### src/rtl/icache_dm.sv
// Direct-mapped read-only instruction cache: combinational hit path, word-serial
// line refill from backing memory on a miss, fence.i-style bulk invalidate.
module icache_dm #(
  parameter int          NUM_LINES  = 16,
  parameter int          LINE_WORDS = 4,
  parameter logic [31:0] NOP_INSTR  = 32'h00000013
) (
  input  logic        clk,
  input  logic        rst,
  input  logic [31:0] pc_f,
  output logic [31:0] instr_f,
  output logic        icache_stall,
  input  logic        invalidate,
  output logic        mem_req,
  output logic [31:0] mem_addr,
  input  logic        mem_ready,
  input  logic [31:0] mem_rdata
);

  localparam int WB  = $clog2(LINE_WORDS);
  localparam int OFF = WB + 2;
  localparam int IB  = $clog2(NUM_LINES);
  localparam int TW  = 32 - OFF - IB;

  typedef enum logic {IDLE, REFILL} state_t;

  state_t                  state_q;
  logic [NUM_LINES-1:0]    valid_q;
  logic [TW-1:0]           tag_q  [NUM_LINES];
  logic [31:0]             data_q [NUM_LINES*LINE_WORDS];
  logic [WB-1:0]           beat_q;
  logic                    req_q;
  logic [31:0]             addr_q;

  logic [WB-1:0]           word;
  logic [IB-1:0]           idx;
  logic [TW-1:0]           tag;
  logic [IB-1:0]           miss_idx;
  logic [TW-1:0]           miss_tag;
  logic [31:0]             line_addr_d;
  logic                    hit;
  logic                    last_beat;
  logic                    beat_done;
  logic                    unused_pc_bits;

  assign word           = pc_f[OFF-1:2];
  assign idx            = pc_f[OFF+IB-1:OFF];
  assign tag            = pc_f[31:OFF+IB];
  assign unused_pc_bits = ^pc_f[1:0];

  // The latched miss address keeps its line bits fixed while beats step the word bits
  assign miss_idx    = addr_q[OFF+IB-1:OFF];
  assign miss_tag    = addr_q[31:OFF+IB];
  assign line_addr_d = {pc_f[31:OFF], {OFF{1'b0}}};

  assign hit          = (state_q == IDLE) && valid_q[idx] && (tag_q[idx] == tag);
  assign icache_stall = ~hit;
  assign instr_f      = hit ? data_q[{idx, word}] : NOP_INSTR;

  assign last_beat = (beat_q == WB'(LINE_WORDS - 1));
  assign beat_done = (state_q == REFILL) && mem_ready;

  assign mem_req  = req_q;
  assign mem_addr = addr_q;

  always_ff @(posedge clk or posedge rst) begin
    if (rst) begin
      state_q <= IDLE;
      valid_q <= '0;
      beat_q  <= '0;
      req_q   <= 1'b0;
      addr_q  <= '0;
    end else begin
      case (state_q)
        IDLE: begin
          if (!hit) begin
            state_q <= REFILL;
            beat_q  <= '0;
            req_q   <= 1'b1;
            addr_q  <= line_addr_d;
          end
        end
        REFILL: begin
          if (mem_ready) begin
            if (last_beat) begin
              state_q           <= IDLE;
              beat_q            <= '0;
              req_q             <= 1'b0;
              valid_q[miss_idx] <= 1'b1;
            end else begin
              beat_q <= beat_q + 1'b1;
              addr_q <= addr_q + 32'd4;
            end
          end
        end
        default: state_q <= IDLE;
      endcase
      // Invalidate overrides a final-beat valid set in the same cycle
      if (invalidate) valid_q <= '0;
    end
  end

  always_ff @(posedge clk) begin
    if (beat_done) begin
      data_q[{miss_idx, beat_q}] <= mem_rdata;
      if (last_beat) tag_q[miss_idx] <= miss_tag;
    end
  end

endmodule

### config.mk
export PLATFORM = sky130hd
export DESIGN_NAME = icache_dm
export DESIGN_NICKNAME = d
export VERILOG_FILES = /design/src/rtl/icache_dm.sv
export SDC_FILE = /design/constraint.sdc
export NUM_CORES = 2
export LEC_CHECK = 0
export ABC_AREA = 0
export CAP_MARGIN = 20
export CORE_UTILIZATION = 56
export DETAILED_ROUTE_END_ITERATION = 8
export HOLD_SLACK_MARGIN = 0.08
export PLACE_DENSITY = 0.75
export SLEW_MARGIN = 0
export SYNTH_ARGS = -nofsm -noshare
export SYNTH_HDL_FRONTEND = slang
export SYNTH_SLANG_ARGS = --single-unit
### constraint.sdc
create_clock -name clk -period 3.7 [get_ports clk]
set_input_delay 0.555 -clock clk [delete_from_list [all_inputs] [get_ports clk]]
set_output_delay 0.555 -clock clk [all_outputs]
set_load 0.03 [all_outputs]
==> run summary <==
First-pass GRT wire length -> 343000 µm
Width of the chip -> 417 µm
Hold Path Sink -> data_q[52][30]
Yosys Warn Count -> 0
Delay-heaviest family, CP -> multiplexers
Hold path cells -> 1
Hold Crit Class -> in2reg
Primary FF master, synth -> edfxtp_1
Grt ovf -> 0
Max-cap violations -> 0
Num Clock Sinks -> 2482
Antenna violations before repair -> 24
Area contributors post-synth -> edfxtp_1 76%, mux4_2 18%, dfrtp_1 1.3%
Worst EP arrival -> 3.91 ns
Number of flops mapped to enable cells by yosys -> 2432
Worst Tran Pin Value -> 1.11 ns
Slew HR -> 25.7%
Most common cell after layout, fill and taps aside -> edfxtp_1
Port bufs -> 129
# fillers -> 10200
Seq/Total Area, Yosys -> 77.2%
Routed wirelength normalized by instance count -> 34.0 µm
Pin count of the biggest net entering global routing -> 97
Setup Viol. Count Final -> 33
Die area -> 0.174 mm²
Post-Syn Area per Cell -> 23.6 µm²
Largest stage delay, worst path -> 0.52 ns
Fmax -> 224 MHz
Root Buffer -> clkbuf_16
Final wirelength -> 239000 µm
Final Skew -> 0.0592 ns
Synthesis-to-finish area growth -> 16.7%
GP Congestion -> 0.900
Clk_lat worst skew -> 0.85 ns
Most frequent cells in the layout -> 2432 x edfxtp_1, 753 x mux4_2, 276 x buf_4
Minimum clock period -> 4.47 ns
FP Rows -> 151
Critical-path cell list -> mux4_2 > mux4_2 > xor2_2 > nand2b_4 > a2111oi_4 > and4b_2 > nand3_4 > buf_12 > buf_12 > or2_4 > buf_6
Drc violations -> 0
Worst Setup End Kind -> output pin
Violated checks -> negative setup slack
Total Power -> 63.3 mW
Reg-to-reg endpoint -> mem_addr[18]
Die height -> 417 µm
Clk slew on worst S/H paths -> 0.06 ns
NumNets Final -> 4676
Synthesized cell area -> 0.0963 mm²
Max-slew violations -> 0
I/O pin cnt -> 134
# H-tree levels -> 4
Worst min-delay path startpoint -> mem_rdata[30]
1st-iter DRT viols -> 5973
Placed cell count -> 6561
Final antenna-violating net count -> 0
VDD IR max -> 0.425 mV
Data required, critical path -> 3.14 ns
R2R cell count -> 11
Cells after Synth -> 4075
Initial Util -> 56.6%
Leak Pwr -> 35.7 nW
Vias in the first global route -> 48700
Outcome -> finished, violations left
Max Fanout on Critical Path -> 5
Deepest clock path buffer count -> 3
CTS buffer count -> 228
Fraction of layout instances using a drive strength above 1 -> 35.1%
Post-synth ARST share -> 2.01%
Final period util -> 121%
P per Cell Area -> 563 mW/mm²
PnR worst setup slack -> -0.767 ns
Yosys reg bits -> 2482
Path type of the worst setup path -> reg2out
Dpl hpwl -> 131000 µm
RSZ-0062 raised after global routing -> true
Count of different cell masters after synthesis -> 70
Bufs and invs on worst path -> 3
Top-area cell type share of the netlist area -> 75.9%
DRT Pass-1 Iters -> 6
Leading area contributor after synthesis -> edfxtp_1
CTS tree -> built
Via density -> 6.69
GRT Total Usage -> 27.9%
Crit path max-delay cell type -> mux4_2
Post-Layout Cell Count -> 7028
Final Hold Viols -> 0
R2R Setup Slk -> 0.53 ns
Via count -> 47000
Crit start category -> register
Core area -> 0.170 mm²
FF-to-FF Start -> tag_q[11][23]
-- cells by family (layout without fill, tap and decap cells) --
| kind of cell | after synthesis | after routing | synth area share [%] |
|---|---|---|---|
| adders and majority gates | 2 | 2 | 0.0260 |
| buffers and inverters | 248 | 977 | 1.15 |
| muxes | 820 | 820 | 18.5 |
| other | 1 | 7 | 0.00389 |
| and+or+nand+nor | 354 | 354 | 1.84 |
| AOI/OAI and AO/OA | 133 | 133 | 1.03 |
| DFF | 2482 | 2482 | 77.2 |
| xor gates and xnor gates | 35 | 35 | 0.318 |
-- flip-flops by register name (all words and copies together) (netlist names) --
| signal | flops |
|---|---|
| state_q | 1 |
| tag_q | 384 |
| data_q | 2048 |
| beat_q | 2 |
| mem_addr | 30 |
| mem_req | 1 |
| valid_q | 16 |
-- through the flow --
step / hold slack [ns] / TNS (ns) / instance area, µm² / utilization, % / worst slack (ns)
2_1_floorplan: 0.461 / -0.0338 / 96500 / - / -0.00676
3_3_place_gp: 0.474 / -21.53 / 104000 / 61.2 / -0.660
3_5_place_dp: 0.488 / -22.91 / 104000 / 61.2 / -0.683
4_1_cts: 0.296 / -25.16 / 112000 / 65.8 / -0.793
5_1_grt: 0.157 / -27.84 / 112000 / 66.0 / -0.872
6_report: 0.160 / -24.30 / 112000 / 66.0 / -0.767
-- worst reg2reg max path: stages, from the launching register on --
cell	delay, ns
edfxtp_1	0.39
mux4_2	0.48
mux4_2	0.52
xor2_2	0.18
nand2b_4	0.18
a2111oi_4	0.18
and4b_2	0.31
nand3_4	0.09
buf_12	0.18
buf_16	0.19
buf_4	0.18
o211ai_1	0.18
-- routing by layer --
layer	GRT usage, %	up-vias	share of wire [%]
li1	-	18600	-
met1	36.1	25000	35
met2	47.5	2912	52
met3	5.27	498	9.2
met4	10.3	6	3.7
met5	0	-	0.016
-- cell usage after synthesis, types with 7 or more instances --
cell / n
a41o_1: 7
a22oi_1: 15
a31oi_1: 11
edfxtp_1: 2432
mux2i_1: 58
mux4_2: 751
nor2_1: 136
a41oi_1: 12
nand2b_1: 10
buf_1: 18
clkbuf_1: 159
dfrtp_1: 50
mux4_1: 11
inv_1: 19
xnor2_1: 25
nor2b_1: 37
nand4_1: 15
o211ai_1: 7
xor2_1: 10
nor3_1: 23
buf_2: 32
nand2_1: 52
buf_6: 8
o21ai_0: 22
nand3_1: 29
a21oi_1: 11
-- area by class of cell --
type / instances / area [µm²] / share of cell area, %
Sequential cell: 2482 / 74300 / 66.1
Clock buffer: 284 / 6060 / 5.40
Multi-Input combinational cell: 1346 / 21700 / 19.4
Clock inverter: 145 / 1490 / 1.33
Antenna cell: 5 / 12.5 / 0.0111
Tap cell: 2218 / 2780 / 2.47
Timing Repair Buffer: 528 / 5870 / 5.23
Inverter: 20 / 75.1 / 0.0668
-- where the power goes --
group          leakage, nW  internal [mW]  switching, mW
logic                 9.55           2.41           4.14
registers             22.5           32.4          0.559
clock network         3.69           13.4           10.3
-- worst max-delay path by stage --
stage	cells past startpoint	slack, ns	from	endpoint
finish	11	-0.77	tag_q[11][23]	instr_f[0]
global route	11	-0.87	tag_q[11][23]	instr_f[31]
CTS	11	-0.79	tag_q[11][23]	instr_f[31]
detailed placement	14	-0.68	pc_f[4]	instr_f[11]
global placement	13	-0.66	pc_f[4]	instr_f[1]
floorplan	11	-0.007	pc_f[4]	instr_f[26]
-- repair_timing --
action	in CTS	in global routing
setup buffers	8	0
hold buffers	0	10
hold endpoints to repair	0	86
pin swaps	5	1
resized for setup	22	6
setup endpoints to repair	33	33
gates cloned	2	0
Note: power is estimated with default switching activity, not from simulation.
